===== src/rtl/cam_tx_queue.sv =====
// cam_tx_queue: 32-bit event FIFO feeding the camera-port nibble serializer over a wr/busy handshake; define CAM_TX_QUEUE_STATS_EN for drop/sent counters
module cam_tx_queue #(
   parameter int DEPTH  = 16,
   parameter int ADDR_W = $clog2(DEPTH)
) (
   input  logic              clk_i,
   input  logic              rst_i,
   input  logic              push_i,
   input  logic [31:0]       push_data_i,
   output logic              full_o,
   output logic [ADDR_W:0]   level_o,
   output logic              overflow_o,
   input  logic              clr_ovf_i,
   output logic              ser_wr_o,
   output logic [31:0]       ser_data_o,
`ifdef CAM_TX_QUEUE_STATS_EN
   input  logic              ser_busy_i,
   output logic [15:0]       drop_count_o,
   output logic [15:0]       sent_count_o
`else
   input  logic              ser_busy_i
`endif
);
   typedef enum logic [1:0] {IDLE, HOLD, WAIT} state_t;
   state_t            state, state_nxt;
   logic [31:0]       mem [DEPTH];
   logic [ADDR_W-1:0] wr_ptr, rd_ptr;
   logic              push_ok, drop, pop;
   logic [ADDR_W:0]   level_nxt;
   // accept/drop/pop decisions use registered full and level; HOLD skips busy until it is valid
   always_comb begin
      push_ok   = push_i && !full_o;
      drop      = push_i && full_o;
      pop       = state == IDLE && level_o != '0 && !ser_busy_i;
      level_nxt = level_o + {{ADDR_W{1'b0}}, push_ok} - {{ADDR_W{1'b0}}, pop};
      state_nxt = state == IDLE ? (pop ? HOLD : IDLE) : state == HOLD ? WAIT : (ser_busy_i ? WAIT : IDLE);
   end
   // word storage; contents survive reset
   always_ff @(posedge clk_i)
      if (push_ok) mem[wr_ptr] <= push_data_i;
   // pointers, level, flags, handshake state and registered serializer outputs
   always_ff @(posedge clk_i) begin
      if (rst_i) begin
         state      <= IDLE;
         wr_ptr     <= '0;
         rd_ptr     <= '0;
         level_o    <= '0;
         full_o     <= 1'b0;
         overflow_o <= 1'b0;
         ser_wr_o   <= 1'b0;
         ser_data_o <= 32'h0;
      end else begin
         state      <= state_nxt;
         wr_ptr     <= push_ok ? wr_ptr + ADDR_W'(1) : wr_ptr;
         rd_ptr     <= pop ? rd_ptr + ADDR_W'(1) : rd_ptr;
         level_o    <= level_nxt;
         full_o     <= level_nxt == (ADDR_W+1)'(DEPTH);
         overflow_o <= drop || (overflow_o && !clr_ovf_i);
         ser_wr_o   <= pop;
         ser_data_o <= pop ? mem[rd_ptr] : ser_data_o;
      end
   end
`ifdef CAM_TX_QUEUE_STATS_EN
   // saturating drop and send counters; a drop wins over a same-cycle clear
   always_ff @(posedge clk_i) begin
      if (rst_i) begin
         drop_count_o <= '0;
         sent_count_o <= '0;
      end else begin
         drop_count_o <= drop ? (clr_ovf_i ? 16'd1 : (drop_count_o == 16'hFFFF ? drop_count_o : drop_count_o + 16'd1))
                              : (clr_ovf_i ? 16'd0 : drop_count_o);
         sent_count_o <= (pop && sent_count_o != 16'hFFFF) ? sent_count_o + 16'd1 : sent_count_o;
      end
   end
`endif
endmodule

===== config.mk =====
export PLATFORM = sky130hd
export DESIGN_NAME = cam_tx_queue
export DESIGN_NICKNAME = d
export VERILOG_FILES = /design/src/rtl/cam_tx_queue.sv
export SDC_FILE = /design/constraint.sdc
export NUM_CORES = 1
export LEC_CHECK = 0
export BUFFER_PORTS_ARGS = -buffer_cell sky130_fd_sc_hd__buf_4
export CAP_MARGIN = 5
export CELL_PAD_IN_SITES_DETAIL_PLACEMENT = 1
export CELL_PAD_IN_SITES_GLOBAL_PLACEMENT = 2
export CORE_ASPECT_RATIO = 1.75
export CORE_UTILIZATION = 30
export CTS_BUF_LIST = sky130_fd_sc_hd__clkbuf_8
export DETAILED_ROUTE_END_ITERATION = 8
export PLACE_DENSITY = 0.56
export REMOVE_ABC_BUFFERS = 1
export SLEW_MARGIN = 30
export SYNTH_ARGS = -nofsm -noshare
export SYNTH_HDL_FRONTEND = slang
export SYNTH_SLANG_ARGS = --single-unit

===== constraint.sdc =====
create_clock -name clk_i -period 4.8 [get_ports clk_i]
set_clock_uncertainty 0.05 [all_clocks]
set_input_delay 0.96 -clock clk_i [delete_from_list [all_inputs] [get_ports clk_i]]
set_output_delay 0.96 -clock clk_i [all_outputs]
set_load 0.02 [all_outputs]

== After elaboration in Yosys (flattened, before gate mapping) ==
Memories as Yosys holds them, arrays and structs flattened. A register that Yosys moved wholly into a read port is not among the register bits.
Cells that the tools add are included.

* Register bits after elaboration: 18
* Memory bits (writable): 512
* Bits of input ports: 37
* Output and inout port bits: 40
* Word-level logic and storage cells: 31
* Memories kept: 1

* Add/subtract/negate cells: 4
* Equality and inequality tests: 2
* Mux-type cells: 6
* Reductions and logical operators: 11

{| class="wikitable"
|+ Memories
! name !! depth !! width !! rd ports !! clocked after Yosys merged registers in !! write ports !! RTL line !! source
|-
| mem || 16 || 32 || 1 || 1 || 1 || 26 || <nowiki>logic [31:0] mem [DEPTH];</nowiki>
|}

{| class="wikitable"
|+ Operators by type and width
! operator !! number
|-
| $add A4 B1 Y4 const B || 2
|-
| $mux W2 || 3
|-
| $add A5 B1 Y5 || 1
|-
| $eq A5 B5 Y1 const B || 1
|-
| $logic_and A1 B1 Y1 || 5
|-
| $reduce_bool A5 Y1 || 1
|-
| $sub A5 B1 Y5 || 1
|-
| $logic_not A1 Y1 || 3
|-
| $mux W1 || 3
|-
| $eq A2 B1 Y1 const B || 1
|-
| $logic_not A2 Y1 || 1
|-
| $logic_or A1 B1 Y1 || 1
|}

== Longest topological paths before layout ==
* Word-level depth: 5
* Mapped depth: 15
* Gate-level depth less buffers: 13

== Worst setup path after synthesis ==
No wires, ideal clock.

* Kind: input-to-reg
* From: input push_i
* To: memory mem[3][0], enable pin
* Library setup time: 461 ps
* Arrival time: 3,726 ps
* Required time: 4,289 ps
* Setup slack: 563 ps
* Stages on the path: 4
* Path buffers: 1
* Cell sequence: nor2b_1 > clkbuf_1 > nand2_1 > nor3_1

* Longest elaborated chain between the ends: 3

{| class="wikitable"
|+ RTL lines
! what !! RTL line !! source
|-
| from (decl) || 8 || <nowiki>input logic push_i,</nowiki>
|-
| $logic_and A1 B1 Y1 || 32 || <nowiki>push_ok = push_i && !full_o;</nowiki>
|-
| $mux W1 || 40 || <nowiki>if (push_ok) mem[wr_ptr] <= push_data_i;</nowiki>
|-
| $mux W1 (not written as such) || 40 ||
|-
| to (decl) || 26 ||
|}

Every way passes these cells.

== Worst setup path after layout ==
* From: register level_o[3]
* To: register full_o

* Longest elaborated chain between the ends: 5
* Elaborated cells between the ends (all ways): 6
* Those cells by class: add/sub (2); eq/ne (1); reduce/logical (3)

{| class="wikitable"
|+ RTL lines
! what !! RTL line !! source
|-
| from (decl) || 11 || <nowiki>output logic [ADDR_W:0] level_o,</nowiki>
|-
| from (signal assigned) || 56 || <nowiki>level_o <= level_nxt;</nowiki>
|-
| parallel branches: the longest is 3 deep, another holds $add A5 B1 Y5 || -- ||
|-
| $sub A5 B1 Y5 * || 35 || <nowiki>level_nxt = level_o + {{ADDR_W{1'b0}}, push_ok} - {{ADDR_W{1'b0}}, pop};</nowiki>
|-
| $eq A5 B5 Y1 * || 57 || <nowiki>full_o <= level_nxt == (ADDR_W+1)'(DEPTH);</nowiki>
|-
| to (signal assigned) || 57 ||
|-
| to (decl) || 10 || <nowiki>output logic full_o,</nowiki>
|}

Mark *: on every way between the ends.
A chain may end at the register's enable or synchronous reset.

==> impl_summary.md <==
Outcome
The flow ran to the end, and the final reports show no timing, DRC or antenna violations.

Synth
The sequential fraction of the synthesis area is 76.1%. The combined area of all synthesized cells is 21500 um^2. The number of flops mapped to enable cells by yosys is 512. Summing the areas of all xor and xnor instances in the mapped netlist gives 0.366% of the synthesized area. Summing the areas of all fa, ha and maj instances in the mapped netlist gives 0.732% of the synthesized area. Summing the areas of all and, or, nand and nor instances in the mapped netlist gives 1.28% of the synthesized area.

The most frequent cell after synthesis is edfxtp_1. The number of warnings printed during yosys synthesis is 0. In the post-synthesis netlist, the biggest area contributors are edfxtp_1 (71%), mux4_2 (13%), dfxtp_1 (4.6%). The commonest cells after synthesis are edfxtp_1 (512), mux4_2 (128), dfxtp_1 (50), mux2i_1 (34), o21ai_1 (30).

The synthesized-area fraction occupied by ao, oa, aoi and oai cells is under 10%. The number of synthesized register bits is ~560. The cell count after synthesis is 970.

The cell type contributing the most total cell area after synthesis is edfxtp_1. By area, the combinational part of the netlist is dominated by multiplexers. The async set-reset flop share out of synthesis is 0%. Synthesis instantiated 38 different standard cells from the library. The fraction of synthesized area in multiplexers is 17.0%. Among all flip-flop cells after synthesis, the most frequent one is edfxtp_1. A synthesized cell averages 22.2 um^2.

The area share of the largest cell type after synthesis is 71.4%.

Clocking
For this design, the sink count on the clock tree is 562. Buffers inserted during clock tree synthesis total between 80 and 90. The maximum buffer depth of the clock tree is 3. For the worst-skew pair, the clock arrives at the later sink with an insertion delay of 0.67 ns. Gates resized during post-CTS repair numbered 0.

The H-tree level count is 3. The root cell of the clock tree is clkbuf_8. Clock-pin slew was measured on the worst setup and hold paths at 0.06 ns. TritonCTS built the clock tree.

The number of buffers inserted by hold repair at cts is 0. The number of setup buffers added after CTS is 0.

Detailed routing
The first routing iteration left 506 violations. The DRC violations left is 0. Once detail routing completed, the nets flagged for antenna violations numbered 0. The via total after detailed routing is 9888. The total iterations of the first detailed-routing run is 4. Dividing the detail-routed wire length by the instance count gives 24.1 um. After detailed routing, the number of vias per cell comes to 4.72. The sum of routed wire length over all layers is about 51000 um.

Final layout
The share of cells above drive strength 1 is between 30% and 40%. The count of fill cells added during filler insertion is ~6800. The area used by multi-input combinational logic is 4890 um^2. The post-route cell area is between 20000 and 25000 um^2. The non-filler instance count after layout is between 2000 and 2500. Across the whole layout, storage elements account for 16400 um^2. The final layout net count is between 1000 and 1500.

The layout overhead on the synthesized area is 16.1%.

Floorplan
The full die area is about 73000 um^2. During I/O placement, the number of pins put on the boundary was slightly below 80. The number of core rows is about 130.

From left edge to right edge, the die measures 205 um. For this configuration, the core starts out at a cell density of between 30% and 40%. The die outline height is between 300 and 400 um. The area of the core is 70900 um^2.

Global route
The number of antenna violations at the first check in global routing is 2. Entering global routing, the biggest net connects 50 pins. The number of global-route vias before repair is approximately 11000. The total congestion overflow is 0. The global router's overall resource usage is between 10 and 15%. The wire length of the first global-routing pass is 75300 um.

Setup path
STA classifies the critical path endpoint as a register. The sort of element at the start of the critical path is a register. The critical path is of the reg2reg type.

The reg-to-reg critical path endpoint is full_o$_SDFF_PP0_. The number of cells on the worst reg-to-reg path is 13. The worst register-to-register path begins at level_o[3]$_SDFF_PP0_.

At the worst endpoint, the required time is roughly 5.3 ns. Data arrives at the worst endpoint at around 3.9 ns. The delay of the slowest critical-path stage is 0.58 ns. The number of buffers and inverters on the critical path is 3. The worst register-to-register path has a setup slack of 1.37 ns. The family with the most delay on the worst path is simple AND/OR/NAND/NOR gates.

Traced cell by cell, the critical path runs through inv_1 -> ha_1 -> or4b_1 -> and3_1 -> ha_1 -> inv_1 -> ha_1 -> inv_1 -> fa_1 -> nand2b_1 -> a21oi_1 -> o21ai_0 -> a2111oi_0. The master of the slowest instance on the critical path is or4b_1. Of all nets on the critical path, the largest fanout is 7.

STA
The total setup violations reported at the end of the flow is 0. The number of hold violations in the final report was 0. The measured slew at the worst slew-check pin is 0.967 ns. Across all hold checks on the routed design, the worst slack comes to 0.429 ns. The smallest setup slack after layout is 1.37 ns. The final critical-path required period is approximately 3.4 ns. The part of the cycle the worst path needs is a little under three quarters.

Timing would allow up to approximately 290 MHz. The worst max-slew margin expressed relative to the limit is 35.6%. Setup repair after global routing left no endpoint under its margin.

The max-slew violation total from the final report came to 0.

Run
The number of max-capacitance violations reported is 0.

Placement
Including well taps, the total number of placed cells is 1944. In this run the cell area measured after placement is 23300 um^2. OpenSTA, run right after detailed placement, puts the worst setup slack at roughly 1.1 ns. The count of input and output buffers is between 70 and 80. Summed over all nets, the half-perimeter wirelength after detailed placement is around 30000 um. The global placer's final weighted congestion is 0.694.

Power and ir drop
The proportion of power drawn by the clock network is 32.0%. The maximum vdd ir drop is between 0.3 and 0.4 mV. The combinational share of power is 20.1%. The leakage component of the power is 0.00780 uW.

Overall power consumption after layout is estimated at 12200 uW. Per report_power, the sequential group accounts for a little under half of the total. The analysis attributes to net switching a power of about 3400 uW. The switching share of total power is 27.5%. The power per cell area is roughly 500 nW/um^2.

Internal power comes to 8850 uW.

Min path
The number of stages on the worst hold path is 2. In this run the most critical hold path is launched from overflow_o$_SDFF_PP0_. The destination of the worst hold path is overflow_o$_SDFF_PP0_. The class of the worst hold path is reg2reg.
[stage by stage]
step / utilization (%) / setup TNS (ns)
final: 35.3 / 0
after global routing: 35.3 / 0
after CTS: 35.3 / 0
after detailed placement: 32.9 / 0
after global placement: 32.9 / 0
after floorplan: - / -65.94
[power by group through the flow]
stage | sequential (uW) | combinational, uW | clock, uW
floorplan | 6210 | 1610 | 0
global placement | 5960 | 2520 | 0
detailed placement | 5970 | 2540 | 0
CTS | 5870 | 2550 | 4060
global route | 5890 | 2670 | 4220
finish | 5850 | 2460 | 3910
[routing by layer]
metal / track usage [%] / part of all wire [%]
met1: 16.7 / 39
met2: 26.2 / 55
met3: 2.70 / 3.9
met4: 5.03 / 2.1
met5: 0 / 0.026
[registers in the layout, summed over array words and instances (netlist names)]
signal,cells
mem,512
ser_data_o,32
level_o,5
rd_ptr,4
wr_ptr,4
state,2
full_o,1
overflow_o,1
ser_wr_o,1
[cell usage in the layout, fill, tap and decap left out, types with 13 or more instances in the layout]
master | Yosys | layout
clkinv_2 | 0 | 14
clkbuf_8 | 0 | 87
mux4_2 | 128 | 128
o21ai_1 | 30 | 30
dfxtp_1 | 50 | 47
a22oi_2 | 29 | 29
clkinv_1 | 0 | 19
mux2_4 | 20 | 20
edfxtp_1 | 512 | 512
buf_4 | 11 | 106
mux2i_1 | 34 | 34
inv_1 | 11 | 28
nor2_1 | 25 | 13
[final cells by class]
type	count	area share (%)
Timing Repair Buffer	110	3.50
Antenna cell	1	0.0100
Sequential cell	562	65.6
Multi-Input combinational cell	344	19.6
Inverter	11	0.165
Clock buffer	87	4.79
Tap cell	917	4.59
Clock inverter	65	1.82
[tightest hold or removal path: cells and delay by family, from the launching register on]
family	cells	cell delay, ns
AO/OA/AOI/OAI	1	0.05
flip-flops	1	0.31
AND/OR/NAND/NOR	1	0.07
[worst max path at each step]
stage / from / to / slack, ns / cells after the start
floorplan: rd_ptr[0]$_SDFFE_PP0P_ / ser_data_o[31]$_SDFFE_PP0P_ / -1.92 / 4
global placement: push_i / full_o$_SDFF_PP0_ / 1.02 / 12
detailed placement: push_i / full_o$_SDFF_PP0_ / 1.08 / 12
CTS: level_o[3]$_SDFF_PP0_ / full_o$_SDFF_PP0_ / 1.34 / 13
global route: level_o[2]$_SDFF_PP0_ / full_o$_SDFF_PP0_ / 1.06 / 13
finish: level_o[3]$_SDFF_PP0_ / full_o$_SDFF_PP0_ / 1.37 / 13
[cells by family (layout without fill, tap and decap cells)]
logic type | after synthesis | in the layout
adder cells (fa/ha/maj) | 12 | 12
XOR/XNOR | 9 | 9
buffers and inverters | 64 | 273
multiplexers | 194 | 194
flip-flops | 562 | 562
AO/OA/AOI/OAI | 72 | 72
other | 0 | 1
AND/OR/NAND/NOR | 57 | 57
Note: power is estimated with default switching activity, not from simulation.
